### config.mk
export PLATFORM = sky130hd
export DESIGN_NAME = quad_encoder_array
export DESIGN_NICKNAME = d
export VERILOG_FILES = /design/src/rtl/quad_encoder_array.sv
export SDC_FILE = /design/constraint.sdc
export NUM_CORES = 1
export LEC_CHECK = 0
export ABC_AREA = 1
export BUFFER_PORTS_ARGS = -buffer_cell sky130_fd_sc_hd__clkbuf_2
export CORE_AREA = 4 4 105 206
export DETAILED_ROUTE_END_ITERATION = 10
export DIE_AREA = 0 0 109 210
export HOLD_SLACK_MARGIN = 0.02
export PLACE_DENSITY = 0.74
export SYNTH_ARGS = -nofsm -noshare
export SYNTH_HDL_FRONTEND = slang
export SYNTH_SLANG_ARGS = --single-unit
### constraint.sdc
create_clock -name CLK -period 3.03 [get_ports CLK]
set_clock_uncertainty 0.05 [all_clocks]
set_input_delay 0.606 -clock CLK [delete_from_list [all_inputs] [get_ports CLK]]
set_output_delay 0.606 -clock CLK [all_outputs]
set_load 0.1 [all_outputs]
### src/rtl/quad_encoder_array.sv
// Multi-channel x4 quadrature decoder: synchronizer, run-length glitch filter, position counter.
// Optional windowed velocity measurement is built only when QUAD_VELOCITY_EN is defined.
module quad_encoder_array #(
  parameter int NUM_CH     = 2,
  parameter int COUNT_W    = 32,
  parameter int FILTER_LEN = 5,
  parameter int VEL_WINDOW = 16000
) (
  input  logic                      CLK,
  input  logic                      reset,
  input  logic [NUM_CH-1:0]         quadA,
  input  logic [NUM_CH-1:0]         quadB,
  output logic [NUM_CH-1:0]         A_filtered,
  output logic [NUM_CH-1:0]         B_filtered,
  output logic [NUM_CH*COUNT_W-1:0] count,
  input  logic [NUM_CH-1:0]         load,
  input  logic [COUNT_W-1:0]        load_value,
  output logic [NUM_CH-1:0]         err,
  input  logic [NUM_CH-1:0]         err_clr,
  output logic [NUM_CH*COUNT_W-1:0] velocity,
  output logic                      vel_valid
);

  localparam logic [7:0]         RUN_LAST = 8'(FILTER_LEN - 1);
  localparam logic [8:0]         WARM_LEN = 9'(FILTER_LEN + 3);
  localparam logic [COUNT_W-1:0] STEP_UP  = COUNT_W'(1);

  if (NUM_CH < 1 || NUM_CH > 8 || COUNT_W < 8 || COUNT_W > 32 || FILTER_LEN < 1 ||
      FILTER_LEN > 255 || VEL_WINDOW < 2 || VEL_WINDOW > 2**24) begin : g_bad_cfg
    $error("quad_encoder_array: parameter out of range");
  end

  // Returns {new filtered level, new run count}; a level is accepted on the FILTER_LEN-th differing sample.
  function automatic logic [8:0] filt_f(input logic sync_lvl, input logic flt_lvl, input logic [7:0] run);
    logic [8:0] res;
    if (sync_lvl == flt_lvl) res = {flt_lvl, 8'd0};
    else if (run == RUN_LAST) res = {sync_lvl, 8'd0};
    else res = {flt_lvl, run + 8'd1};
    return res;
  endfunction

  // Returns {increment, decrement} for a {A,B} previous/current pair.
  function automatic logic [1:0] dir_f(input logic [1:0] prev_ab, input logic [1:0] cur_ab);
    logic [1:0] res;
    case ({prev_ab, cur_ab})
      4'b0010, 4'b1011, 4'b1101, 4'b0100: res = 2'b10;
      4'b0001, 4'b0111, 4'b1110, 4'b1000: res = 2'b01;
      default:                            res = 2'b00;
    endcase
    return res;
  endfunction

  logic [8:0]        r_warm;
  logic              w_warm;
  logic [NUM_CH-1:0] w_inc;
  logic [NUM_CH-1:0] w_dec;

  assign w_warm = (r_warm != 9'd0);

  // Post-reset warm-up timer: filters track the synchronizers and decoding is held off.
  always_ff @(posedge CLK) begin
    if (reset) r_warm <= WARM_LEN;
    else if (w_warm) r_warm <= r_warm - 9'd1;
    else r_warm <= r_warm;
  end

  for (genvar gi = 0; gi < NUM_CH; gi++) begin : g_ch
    logic               r_a_s1, r_a_s2, r_b_s1, r_b_s2;
    logic               r_a_flt, r_b_flt, r_a_prev, r_b_prev, r_err;
    logic [7:0]         r_a_run, r_b_run;
    logic [COUNT_W-1:0] r_count;
    logic [1:0]         w_dir;
    logic               w_ill;
    logic [8:0]         w_a_nxt, w_b_nxt;

    assign w_dir     = dir_f({r_a_prev, r_b_prev}, {r_a_flt, r_b_flt});
    assign w_inc[gi] = ~w_warm & w_dir[1];
    assign w_dec[gi] = ~w_warm & w_dir[0];
    assign w_ill     = ~w_warm & (r_a_prev ^ r_a_flt) & (r_b_prev ^ r_b_flt);
    assign w_a_nxt   = filt_f(r_a_s2, r_a_flt, r_a_run);
    assign w_b_nxt   = filt_f(r_b_s2, r_b_flt, r_b_run);

    // Per-channel synchronizer, filter, decoder history, position and sticky error.
    always_ff @(posedge CLK) begin
      if (reset) begin
        r_a_s1 <= 1'b0; r_a_s2 <= 1'b0; r_b_s1 <= 1'b0; r_b_s2 <= 1'b0;
        r_a_flt <= 1'b0; r_b_flt <= 1'b0; r_a_prev <= 1'b0; r_b_prev <= 1'b0;
        r_a_run <= 8'd0; r_b_run <= 8'd0;
        r_count <= {COUNT_W{1'b0}};
        r_err   <= 1'b0;
      end else begin
        r_a_s1 <= quadA[gi]; r_a_s2 <= r_a_s1;
        r_b_s1 <= quadB[gi]; r_b_s2 <= r_b_s1;
        if (w_warm) begin
          // history follows too, so the first decode after warm-up sees no edge
          r_a_flt <= r_a_s2; r_b_flt <= r_b_s2;
          r_a_prev <= r_a_s2; r_b_prev <= r_b_s2;
          r_a_run <= 8'd0; r_b_run <= 8'd0;
        end else begin
          {r_a_flt, r_a_run} <= w_a_nxt;
          {r_b_flt, r_b_run} <= w_b_nxt;
          r_a_prev <= r_a_flt; r_b_prev <= r_b_flt;
        end
        if (load[gi]) r_count <= load_value;
        else if (w_inc[gi]) r_count <= r_count + STEP_UP;
        else if (w_dec[gi]) r_count <= r_count - STEP_UP;
        else r_count <= r_count;
        if (w_ill) r_err <= 1'b1;
        else if (err_clr[gi]) r_err <= 1'b0;
        else r_err <= r_err;
      end
    end

    assign A_filtered[gi]                  = r_a_flt;
    assign B_filtered[gi]                  = r_b_flt;
    assign err[gi]                         = r_err;
    assign count[gi*COUNT_W +: COUNT_W]    = r_count;
  end

`ifdef QUAD_VELOCITY_EN
  localparam logic [24:0] WIN_LAST = 25'(VEL_WINDOW - 1);
  logic [24:0] r_win;
  logic        r_vel_valid;
  logic        w_win_tc;

  assign w_win_tc = (r_win == WIN_LAST);

  // Free-running sampling window.
  always_ff @(posedge CLK) begin
    if (reset) begin
      r_win       <= 25'd0;
      r_vel_valid <= 1'b0;
    end else begin
      r_win       <= w_win_tc ? 25'd0 : r_win + 25'd1;
      r_vel_valid <= w_win_tc;
    end
  end

  for (genvar gv = 0; gv < NUM_CH; gv++) begin : g_vel
    logic [COUNT_W-1:0] r_acc, r_vel, w_step;

    always_comb begin
      w_step = {COUNT_W{1'b0}};
      if (w_inc[gv]) w_step = STEP_UP;
      else if (w_dec[gv]) w_step = {COUNT_W{1'b1}};
      else w_step = {COUNT_W{1'b0}};
    end

    // Step accumulator, dumped into velocity at the window's terminal count.
    always_ff @(posedge CLK) begin
      if (reset) begin
        r_acc <= {COUNT_W{1'b0}};
        r_vel <= {COUNT_W{1'b0}};
      end else if (w_win_tc) begin
        r_vel <= r_acc + w_step;
        r_acc <= {COUNT_W{1'b0}};
      end else begin
        r_vel <= r_vel;
        r_acc <= r_acc + w_step;
      end
    end

    assign velocity[gv*COUNT_W +: COUNT_W] = r_vel;
  end

  assign vel_valid = r_vel_valid;
`else
  assign velocity  = {(NUM_CH*COUNT_W){1'b0}};
  assign vel_valid = 1'b0;
`endif

endmodule

**Word-level counts from Yosys, hierarchy flattened**

Memory sizes are Yosys's and may differ from the RTL's.
Cells that the tools add are included.

- Add/sub/neg operators: 9
- Eq/ne operators: 12
- Muxes and demuxes: 26
- Bitwise operators: 13
- Reduce and logical (&&, ||, !) cells: 17

Operators with widths:

| operator | number |
|---|---|
| 32-bit two-way mux | 6 |
| 9-bit two-way mux | 8 |
| 32-bit by 1-bit adder with 32-bit output, second input constant | 2 |
| 32-bit by 1-bit subtractor with 32-bit output, second input constant | 2 |
| 8-bit by 1-bit adder with 8-bit output, second input constant | 4 |
| 8-bit by 3-bit equality test with 1-bit output, second input constant | 4 |
| 4-bit OR reduction | 4 |
| 1-bit two-way mux | 12 |
| 2-bit nonzero test | 6 |
| 9-bit nonzero test | 1 |
| 9-bit by 1-bit subtractor with 9-bit output, second input constant | 1 |
| 1-bit bitwise AND | 8 |
| 2-bit != test, second input constant | 4 |
| 2-bit AND reduction | 4 |
| 3-bit nonzero test | 2 |
| 1-bit equality test | 4 |
| 1-bit bitwise XOR | 4 |
| 1-bit inverter | 1 |

- Register bits: 123
- Memory bits (read-only): 64
- Input port bits: 42
- Output and inout bits: 135
- Logic and storage cells: 104
- Memories kept: 2

Memories:

| memory | words | bits a word | rd ports | clocked after memory_dff | write ports | RTL line | text |
|---|---|---|---|---|---|---|---|
| (name not given) | 16 | 2 | 1 | 0 | 0 | 45 | `case ({prev_ab, cur_ab})` |
| (name not given) | 16 | 2 | 1 | 0 | 0 | 45 |  |

**Logic depth before layout (Yosys ltp)**

Gate-level depths: netlist of run 1.

- Depth after elaboration: 6
- Depth in mapped cells: 20

**Worst setup path after synthesis of run 1**

No wires, ideal clock.

- Path type: register to register
- From: register g_ch[0].r_count[0]
- To: register g_ch[0].r_count[16]
- Setup time: 0.061 ns
- Arrival: 2.666 ns
- Required time: 2.919 ns
- Setup slack: 0.253 ns
- Stages on the path, launching flop included: 13
- Clock period less this slack: 2.777 ns
- Cells stage by stage: dfxtp_1 -> inv_1 -> fa_1 -> inv_1 -> nand3_1 -> nand3_1 -> nand2_1 -> a21oi_1 -> nor2_1 -> or2_2 -> nand3_1 -> o211ai_1 -> inv_1

- Cells in the longest elaborated chain, start to end: 4
- Elaborated cells between the ends (all ways): 5
- Those cells by class: 2 x add/sub; 3 x mux

RTL lines:

| element | RTL line | text |
|---|---|---|
| from (decl) | 71 | `logic [COUNT_W-1:0] r_count;` |
| from (signal assigned) | 89 | `r_count <= {COUNT_W{1'b0}};` |
| from (signal assigned) | 104 | `if (load[gi]) r_count <= load_value;` |
| from (signal assigned) | 105 | `else if (w_inc[gi]) r_count <= r_count + STEP_UP;` |
| 32-bit by 1-bit subtractor with 32-bit output | 106 | `else if (w_dec[gi]) r_count <= r_count - STEP_UP;` |
| 32-bit two-way mux | 106 |  |
| 32-bit two-way mux * | 105 |  |
| 32-bit two-way mux * | 104 |  |

Every way passes the cells marked *; elsewhere a longest branch is shown, timed or not. The select of a mux whose other input is x is not followed.
A chain may end at the register's enable or synchronous reset.

**Final worst setup path of run 1**

- From: register r_warm[0]
- To: register g_ch[0].r_count[14]

- Cells in the longest elaborated chain, start to end: 5
- Elaborated cells between the ends (all ways): 7
- Those cells by class: 2 x mux; 3 x bitwise; 2 x reduce/logical

RTL lines:

| element | RTL line | text |
|---|---|---|
| from (decl) | 53 | `logic [8:0] r_warm;` |
| from (signal assigned) | 63 | `else if (w_warm) r_warm <= r_warm - 9'd1;` |
| from (signal assigned) | 64 | `else r_warm <= r_warm;` |
| 9-bit nonzero test * | 58 | `assign w_warm = (r_warm != 9'd0);` |
| 1-bit inverter * | 77, 78 |  |
| 1-bit bitwise AND | 77 | `assign w_inc[gi] = ~w_warm & w_dir[1];` |
| 32-bit two-way mux | 105 |  |
| 32-bit two-way mux | 104 |  |
| to (signal assigned) | 104 |  |
| to (signal assigned) | 105 |  |
| to (signal assigned) | 106 |  |

Every way passes the cells marked *; elsewhere a longest branch is shown, timed or not.

==> results of run 1 <==
[power by group]
part / internal [W] / switching (W)
sequential: 0.00179 / 0.000191
combinational: 0.00145 / 0.00374
clock: 0.00138 / 0.000823
total: 0.00462 / 0.00475
[metal layers]
| layer | GRT usage | up-vias | share of wire |
|---|---|---|---|
| met1 | 0.293 | 5120 | 0.35 |
| met2 | 0.539 | 394 | 0.52 |
| met4 | 0.236 | 0 | 0.085 |
| met5 | 0 | - | 0 |
| li1 | - | 5775 | - |
| met3 | 0.0365 | 148 | 0.052 |
[through the flow]
step	area (sq um)	std cells	hold slack [ps]	total power (W)	setup TNS, ps
global placement	11400	2181	343	0.00681	0
finish	12600	2221	306	0.00937	0
floorplan	11100	1893	338	0.00595	0
detailed placement	11400	2181	349	0.00685	-5.79
global route	12600	2221	321	0.00999	-54.5
CTS	12100	2213	296	0.00908	0
[kinds of logic (layout without fill, tap and decap cells)]
logic type               Yosys count  count (layout)  synth area share
adder cells (fa/ha/maj)           74              74            0.0865
buffers and inverters            455             519             0.187
AO/OA/AOI/OAI                    198             198             0.105
XOR/XNOR                          35              35            0.0289
other                              1              65          0.000345
flip-flops                       123             123             0.226
AND/OR/NAND/NOR                  943             945             0.366
[how the worst max path moves through the flow]
stage / startpoint / endpoint / slack [ps]
floorplan: g_ch[0].r_count[0] / g_ch[0].r_count[16] / 250
global placement: r_warm[0] / g_ch[0].r_count[30] / 100
detailed placement: r_warm[0] / g_ch[0].r_count[30] / -6
CTS: r_warm[0] / g_ch[1].r_count[14] / 4
global route: r_warm[0] / g_ch[1].r_count[14] / -20
finish: r_warm[0] / g_ch[0].r_count[14] / 150
[sequential cells by signal, indices dropped and copies added, names as in the netlist, 9 cells and up]
register / cells
r_warm: 9
g_ch.r_b_run: 16
g_ch.r_count: 64
g_ch.r_a_run: 16
[layout make-up]
| cell class | count | area, sq um | area share |
|---|---|---|---|
| Clock buffer | 22 | 484 | 0.0385 |
| Clock inverter | 10 | 139 | 0.0110 |
| Inverter | 353 | 1330 | 0.106 |
| Multi-Input combinational cell | 1317 | 7050 | 0.561 |
| Sequential cell | 123 | 2460 | 0.196 |
| Tap cell | 262 | 328 | 0.0261 |
| Timing Repair Buffer | 134 | 787 | 0.0626 |
[layout by cell type (no fill, tap or decap), drive strengths merged]
| master | synthesis | final |
|---|---|---|
| a31oi | 15 | 15 |
| conb | 1 | 65 |
| nor2 | 162 | 162 |
| nor3 | 21 | 21 |
| a21o | 2 | 2 |
| nand3 | 123 | 123 |
| clkinvlp | 0 | 4 |
| o22ai | 1 | 1 |
| o21bai | 6 | 6 |
| o21ai | 36 | 36 |
| nand4 | 17 | 17 |
| o221ai | 6 | 6 |
| ha | 72 | 72 |
| xor2 | 25 | 25 |
| nand3b | 2 | 2 |
| nor4 | 3 | 3 |
| bufinv | 0 | 3 |
| dfxtp | 123 | 123 |
| a22oi | 5 | 5 |
| o31ai | 2 | 2 |
| nor3b | 4 | 4 |
| nand2 | 600 | 602 |
| a21oi | 115 | 115 |
| clkinv | 0 | 3 |
| or2 | 11 | 11 |
| buf | 82 | 22 |
| clkbuf | 20 | 134 |
| inv | 353 | 353 |
| fa | 2 | 2 |
| o211ai | 10 | 10 |
| xnor2 | 10 | 10 |
[critical path, stage by stage, from the launching register on]
cell	delay, ps
dfxtp_1	330
inv_2	80
ha_2	180
nand3_2	120
nor2_8	190
buf_12	170
nand2_8	90
ha_2	410
nand2_1	80
inv_1	70
nand2_1	80
nor3_1	140
nand2_1	90
nand2_1	150
inv_1	130
or2_2	290
a31oi_1	140
[what timing repair did]
action,4_1_cts,5_1_grt
buffers inserted,0,5
gates resized for setup,1,87
gates cloned,0,3
setup endpoints to repair,1,40
pin swaps,0,9
hold buffers,0,0
==> impl_metrics.yaml, run 1 <==
worst_hold_path:
  hold_path_depth: 3
  min_to: "g_ch[0].r_b_s1"
  hold_start: "quadB[0]"
  holdCritPathClass: "input pin to register"
routing:
  wirelength_mm: 34.3
  routedWlPerCell_microns: 15.5
  drcViolationCount: 0
  drtAntennaViolNets: 0
  drt_iter0_markers: 605
  vias: 11400
  drtPass1Iterations: 5
  routed_via_density: 5.15
sta:
  rsz0062_at_grt: "yes"
  fin_ws_ps: 151
  period_share: 0.950
  max_clock_freq_mhz: 347
  slew_headroom: 0.530
  setup_viol: 0
  tightest_slew_ps: 699
  final_max_slew_viol_count: 0
  finalCriticalPeriod_ps: 2880
  hold_viol: 0
floorplanning:
  start_util: 0.544
  num_io_pins: 177
  die_height_microns: 210
  die_x_microns: 109
  core-area_sq_mm: 0.0200
  core.rowCount: 73
  die_area_sq_mm: 0.0229
finish:
  diodes: 0
  final.fill_count: 1952
  drive_above_1_share: 0.147
  nets: 2062
  syn_to_final_growth_pct: 15.6
  final_util: 0.629
power_and_ir_drop:
  ir_worst_vdd_mv: 0.628
  cellPowerDensity_mw_per_mm2: 745
  power_leakage_nw: 6.91
global_route:
  grt-ovfl-total: 0
  grt_max_degree: 40
  antenna_found_initial: 0
  grt_pass1_vias: 11000
  grt_pass1_wl_mm: 52.9
  grt_usage: 0.297
placed_design:
  numPortBuffers: 111
  gp_congestion: 0.960
  pre_cts_ws_ps: -5.79
  hpwl_mm: 27.1
synthesis:
  syn_avg_cell_area_sq_um: 5.95
  ys_seq_elements: 123
  synthArstFlopShare: 0
  yosysWarnings: 0
  synth_top_area_share: 0.226
  synth_top_cell_by_area: "dfxtp_1"
  syn-cell-area_sq_mm: 0.0109
  netlist_top_cells_count: "nand2_1 (594), inv_1 (345), nor2_1 (156)"
  synthCells: 1829
  ys_top_cells_by_area: "dfxtp_1 (23%), nand2_1 (20%), inv_1 (12%), ha_1 (8.3%), nand3_1 (5.4%)"
  synth_edf_count: 0
  synth_most_common_cell: "nand2_1"
  synth_cell_types: 47
  ys.flop_type: "dfxtp_1"
  synth.yosys.seq_area_share: 0.226
clock_network:
  ctsRootBufferMaster: "clkbuf_16"
  clock_path_buffers: 2
  clk_latency_ps: 440
  cts.reportedPaths.clkPinSlew_ps: 60
  cts_made_buffers: 17
  cts_htree_levels: 4
  numClockSinks: 123
  cts_tree: "done"
setup_path:
  r2r_slack_ps: 150
  cp-start-kind: "register"
  rr_worst_depth: 16
  cp-end-kind: "register"
  crit_arrival_ps: 3200
  timing.rr.start: "r_warm[0]"
  cp_max_fo: 6
  path_class: "register to register"
  crit_required_ps: 3350
  reg2reg_to: "g_ch[0].r_count[14]"
outcome:
  status: "finished clean"
run:
  max_cap_violations: 0
No activity file was read; power rests on OpenSTA's default activity.
==> run 2, diff against run 1 <==
--- a/config.mk
+++ b/config.mk
@@ -11,7 +11,7 @@
 export DETAILED_ROUTE_END_ITERATION = 10
 export DIE_AREA = 0 0 109 210
 export HOLD_SLACK_MARGIN = 0.02
-export PLACE_DENSITY = 0.74
+export PLACE_DENSITY_LB_ADDON = 0.05
 export SYNTH_ARGS = -nofsm -noshare
 export SYNTH_HDL_FRONTEND = slang
 export SYNTH_SLANG_ARGS = --single-unit
==> run 2 against run 1 <==
  * Worst setup slack better by 46 ps
  * First-iteration DRC count down 22%
  * Clock-buffer cell count down 4
  * Design area down 2.3%
  * Largest power group unchanged
  * Sequential share of layout area up 0.45 points
  * Critical endpoint is now g_ch[0].r_count[30]
  * Critical path type unchanged
  * Via count down 2.3%
==> impl_metrics.yaml, run 2 (synthesis gave the netlist of run 1 again) <==
outcome:
  status: "finished clean"
setup_path:
  critPathMaxStageDelay_ps: 400
  cp-start-kind: "register"
  critPathBufInv: 3
  cp_max_fo: 14
  crit_arrival_ps: 3160
  crit_required_ps: 3360
  timing.rr.start: "r_warm[0]"
  r2r_slack_ps: 200
  reg2reg_to: "g_ch[0].r_count[30]"
  cp-end-kind: "register"
  crit_path_start: "r_warm[0]"
  path_class: "register to register"
  endpoint: "g_ch[0].r_count[30]"
  cp.depth: 18
  crit_family: "simple AND/OR/NAND/NOR gates"
  rr_worst_depth: 18
  crit_top_cell: "nand2_1"
  slowest_stage: "ha_1"
  path_cells: "inv_2 > ha_1 > nand3_2 > nor2_8 > buf_12 > nand2_8 > buf_4 > ha_1 > nand2_1 > nor2_2 > nand2_1 > nor2_1 > nand2_1 > nand2_1 > nand2_1 > nand3_1 > nand2_1 > a21oi_1"
power_and_ir_drop:
  ir_worst_vdd_mv: 0.575
  cellPowerDensity_mw_per_mm2: 745
  power_leakage_nw: 6.86
routing:
  drtAntennaViolNets: 0
  drcViolationCount: 0
  vias: 11200
  routed_via_density: 5.04
  drtPass1Iterations: 8
  routedWlPerCell_microns: 15.1
  drt_iter0_markers: 474
  wirelength_mm: 33.4
clock_network:
  clock_path_buffers: 2
  cts_tree: "done"
  cts.reportedPaths.clkPinSlew_ps: 70
  cts_made_buffers: 17
  cts_hold_buf: 0
  clk_latency_ps: 450
  numClockSinks: 123
  ctsRootBufferMaster: "clkbuf_16"
  cts_htree_levels: 4
sta:
  slew_headroom: 0.528
  tightest_slew_ps: 707
  fin_tns_setup_ps: 0
  hold_viol: 0
  hold_slack_ps: 302
  finalCriticalPeriod_ps: 2830
  period_share: 0.935
  max_clock_freq_mhz: 353
  setup_viol: 0
  final_max_slew_viol_count: 0
floorplanning:
  start_util: 0.544
  die_area_sq_mm: 0.0229
  num_io_pins: 177
  die_height_microns: 210
  core.rowCount: 73
  die_x_microns: 109
  core-area_sq_mm: 0.0200
worst_hold_path:
  holdCritPathClass: "input pin to register"
placed_design:
  gp_congestion: 0.945
  place_area_sq_mm: 0.0114
  numPortBuffers: 111
  hpwl_mm: 26.7
  placed_cells: 2181
finish:
  drive_above_1_share: 0.131
  seqCellArea_sq_mm: 0.00246
  nets: 2060
  diodes: 0
  layout_commonest_cell: "nand2_1"
  top_register: "g_ch.r_count"
  final_util: 0.615
  multi_input_area_sq_mm: 0.00684
  instances_no_fill: 2219
  final_cell_mix: "nand2_1 (592), inv_1 (342), nor2_1 (143), dfxtp_1 (123), nand3_1 (116)"
  final_area_sq_mm: 0.0123
  final.fill_count: 2051
  largest_register_ffs: 64
  reg.largest.list: "g_ch.r_count: 64 flops, g_ch.r_a_run: 16 flops, g_ch.r_b_run: 16 flops"
  syn_to_final_growth_pct: 13.0
global_route:
  grt.met3_usage: 0.0493
  grt_pass1_vias: 10500
  busiest_layer: "met2"
  grt_usage: 0.291
  grt-ovfl-total: 0
  grt_max_degree: 31
  met1_usage: 0.297
  grt_pass1_wl_mm: 51.8
  antenna_found_initial: 0
  grt_util_met2: 0.542
run:
  max_cap_violations: 0
[run 2: how the worst min path moves through the flow]
| stage | from | endpoint | slack (ps) | depth (start not counted) |
|---|---|---|---|---|
| after floorplan | g_ch[0].r_a_s1 | g_ch[0].r_a_s2 | 340 | 2 |
| after detailed placement | g_ch[0].r_a_s1 | g_ch[0].r_a_s2 | 350 | 2 |
| after global routing | err_clr[0] | g_ch[0].r_err | 300 | 2 |
| final | quadA[0] | g_ch[0].r_a_s1 | 300 | 3 |
| after global placement | g_ch[0].r_a_s1 | g_ch[0].r_a_s2 | 340 | 2 |
| after CTS | err_clr[0] | g_ch[0].r_err | 290 | 2 |
[run 2: cell type report]
class	count	share of cell area
Timing Repair Buffer	132	0.0603
Clock inverter	14	0.0130
Inverter	353	0.108
Tap cell	262	0.0267
Clock buffer	18	0.0357
Sequential cell	123	0.200
Multi-Input combinational cell	1317	0.556
[run 2: through the flow]
stage / setup slack (ps) / total power [W]
3_5_place_dp: 78.2 / 0.00684
3_3_place_gp: 94.3 / 0.00682
4_1_cts: 63.9 / 0.00899
2_1_floorplan: 253 / 0.00595
6_report: 197 / 0.00915
5_1_grt: -22.2 / 0.00980
[run 2: what timing repair did]
action / CTS / global route
setup buffers: 0 / 4
resized for setup: 0 / 48
endpoints found under the setup margin: 0 / 37
[run 2: tightest hold or removal path: stages]
cell and delay (ps):
clkbuf_2 80, inv_1 40, nor2_1 30
[run 2: where the power goes]
part           switching, W  internal [W]  leakage [nW]  total [W]
logic               0.00367       0.00139          5.56    0.00506
registers          0.000183       0.00179          1.01    0.00197
clock network      0.000875       0.00125         0.292    0.00212
total               0.00472       0.00443          6.86    0.00915
[run 2: layer usage]
layer,wire [microns],up-vias,part of all wire
met2,17900,286,0.53
met1,12300,5017,0.37
met5,0,-,0
met4,1900,0,0.057
li1,-,5782,-
met3,1400,92,0.042
==> run 3, diff against run 2 <==
--- a/config.mk
+++ b/config.mk
@@ -7,9 +7,9 @@
 export LEC_CHECK = 0
 export ABC_AREA = 1
 export BUFFER_PORTS_ARGS = -buffer_cell sky130_fd_sc_hd__clkbuf_2
-export CORE_AREA = 4 4 105 206
+export CORE_AREA = 2 2 103 204
 export DETAILED_ROUTE_END_ITERATION = 10
-export DIE_AREA = 0 0 109 210
+export DIE_AREA = 0 0 105 206
 export HOLD_SLACK_MARGIN = 0.02
 export PLACE_DENSITY_LB_ADDON = 0.05
 export SYNTH_ARGS = -nofsm -noshare
==> run 3 against run 2 <==
  * Clock power is 9.9% lower
  * Cell count is 0.14% higher
  * Design area is 1.4% higher
  * Sequential cell count stayed put
  * Sequential power hardly changed
  * Core utilization is 0.28 points higher
  * Worst hold slack worse by 1.0 ps
  * Sequential share of layout area is 0.27 points lower
  * Die area is 5.5% lower
  * Fmax is 2.6% lower
  * Critical endpoint is now g_ch[0].r_count[14]
  * Largest power group unchanged
  * Highest routed layer unchanged
==> impl_metrics.yaml, run 3 (synthesis gave the netlist of run 1 again) <==
routing:
  routed_via_density: 5.01
  wirelength_mm: 31.3
  routedWlPerCell_microns: 14.1
  drt_iter0_markers: 500
  met2_length_mm: 15.4
  drtPass1Iterations: 6
  wl_met1_mm: 13.1
  top_layer: "met4"
  met3_length_mm: 1.65
  drcViolationCount: 0
  vias: 11100
  drtAntennaViolNets: 0
finish:
  diodes: 0
  nets: 2059
  syn_to_final_growth_pct: 14.5
  drive_above_1_share: 0.138
  final_area_sq_mm: 0.0125
  top_register: "g_ch.r_count"
  layout_commonest_cell: "nand2_1"
  final_cell_mix: "nand2_1 (587), inv_1 (345), nor2_1 (144), dfxtp_1 (123), nand3_1 (116)"
  reg.largest.list: "g_ch.r_count: 64 flops, g_ch.r_a_run: 16 flops, g_ch.r_b_run: 16 flops"
  largest_register_ffs: 64
outcome:
  status: "finished clean"
sta:
  tightest_slew_ps: 577
  period_share: 0.960
  rsz0062_at_grt: "yes"
  final_max_slew_viol_count: 0
  setup_viol: 0
  max_clock_freq_mhz: 344
  finalCriticalPeriod_ps: 2910
  hold_viol: 0
  fin_ws_ps: 121
  slew_headroom: 0.612
  fin_tns_setup_ps: 0
  hold_slack_ps: 301
setup_path:
  path_class: "register to register"
  cp-start-kind: "register"
  rr_worst_depth: 16
  cp-end-kind: "register"
  crit_arrival_ps: 3220
  crit_required_ps: 3340
  cp_max_fo: 8
clock_network:
  cts_hold_buf: 0
  clock_path_buffers: 2
  cts_htree_levels: 4
  ctsRootBufferMaster: "clkbuf_16"
  clk_latency_ps: 440
  cts_tree: "done"
  cts_made_buffers: 17
  numClockSinks: 123
  cts.reportedPaths.clkPinSlew_ps: 60
placed_design:
  gp_congestion: 0.944
  pre_cts_ws_ps: 93.8
  hpwl_mm: 24.2
  numPortBuffers: 111
  place_area_sq_mm: 0.0114
floorplanning:
  start_util: 0.539
  die_x_microns: 105
  num_io_pins: 177
  core-area_sq_mm: 0.0202
  core.rowCount: 74
  die_area_sq_mm: 0.0216
  die_height_microns: 206
power_and_ir_drop:
  p_sw_w: 0.00469
  ir_worst_vdd_mv: 0.439
  cellPowerDensity_mw_per_mm2: 722
  p_comb_frac: 0.569
  total_power_w: 0.00900
  p_clk_frac: 0.213
  seq_power_share: 0.218
  intPower_w: 0.00431
  power_leakage_nw: 6.84
  sw_frac_of_total: 0.521
worst_hold_path:
  holdCritPathClass: "input pin to register"
  hold_path_depth: 3
global_route:
  antenna_found_initial: 0
  grt_usage: 0.282
  grt-ovfl-total: 0
  grt_pass1_wl_mm: 48.9
  grt_pass1_vias: 10400
  grt_max_degree: 63
run:
  max_cap_violations: 0
==> run 3: cell types whose count changed in the layout (fill, tap and decap cells not counted), moves of 2 or more <==
cell,delta
ha_2,-4
inv_2,-3
bufinv_16,-2
clkbuf_1,+2
ha_4,+17
nor2_2,-2
nand2_2,+5
inv_6,-3
clkinvlp_4,+3
inv_1,+3
ha_1,-13
nand2_1,-5
==> run 3: layout make-up <==
| cell class | count | area (sq um) |
|---|---|---|
| Inverter | 353 | 1330 |
| Sequential cell | 123 | 2460 |
| Multi-Input combinational cell | 1317 | 7060 |
| Clock inverter | 11 | 87.6 |
| Timing Repair Buffer | 131 | 734 |
| Fill cell | 2090 | 7720 |
| Tap cell | 266 | 333 |
| Clock buffer | 21 | 460 |
==> run 3: final timing paths <==
| check | start | end | slack, ps |
|---|---|---|---|
| worst max-delay path | r_warm[0] | g_ch[0].r_count[14] | 120 |
| worst max register to register | r_warm[0] | g_ch[0].r_count[14] | 120 |
| worst min register to register | g_ch[1].r_b_s1 | g_ch[1].r_b_s2 | 350 |
| worst min-delay path | quadB[0] | g_ch[0].r_b_s1 | 300 |
==> run 3: worst max-delay path, stage by stage (launching register included) <==
cell and delay [ps]:
dfxtp_1 320, inv_1 100, ha_1 170, nand3_2 120
nor2_8 190, buf_12 160, nand2_4 180, ha_4 370
nand2_1 80, inv_1 70, nand2_1 90, nor3_1 180
nand2_1 100, nand2_2 150, inv_1 80, or2_2 280
a31oi_1 160
==> run 3: layer usage <==
metal  global-route usage  vias to the layer above
li1                     -                     5774
met1                0.328                     4979
met4                0.115                        0
met2                0.508                      315
met5                    0                        -
met3               0.0495                       64
==> run 3: what timing repair did <==
| item | 4_1_cts | 5_1_grt |
|---|---|---|
| endpoints found under the setup margin | 0 | 33 |
| buffers inserted | 0 | 3 |
| gates resized for setup | 0 | 70 |
==> run 3: metrics by stage <==
step	cells	util
2_1_floorplan	1893	-
3_3_place_gp	2185	0.567
3_5_place_dp	2185	0.567
4_1_cts	2217	0.594
5_1_grt	2222	0.617
6_report	2222	0.617
==> run 3: power by group through the flow <==
stage	registers [W]	logic [W]	clock network, W
CTS	0.00195	0.00485	0.00195
detailed placement	0.00198	0.00483	0
floorplan	0.00267	0.00328	0
global route	0.00199	0.00566	0.00200
finish	0.00196	0.00513	0.00191
global placement	0.00198	0.00478	0
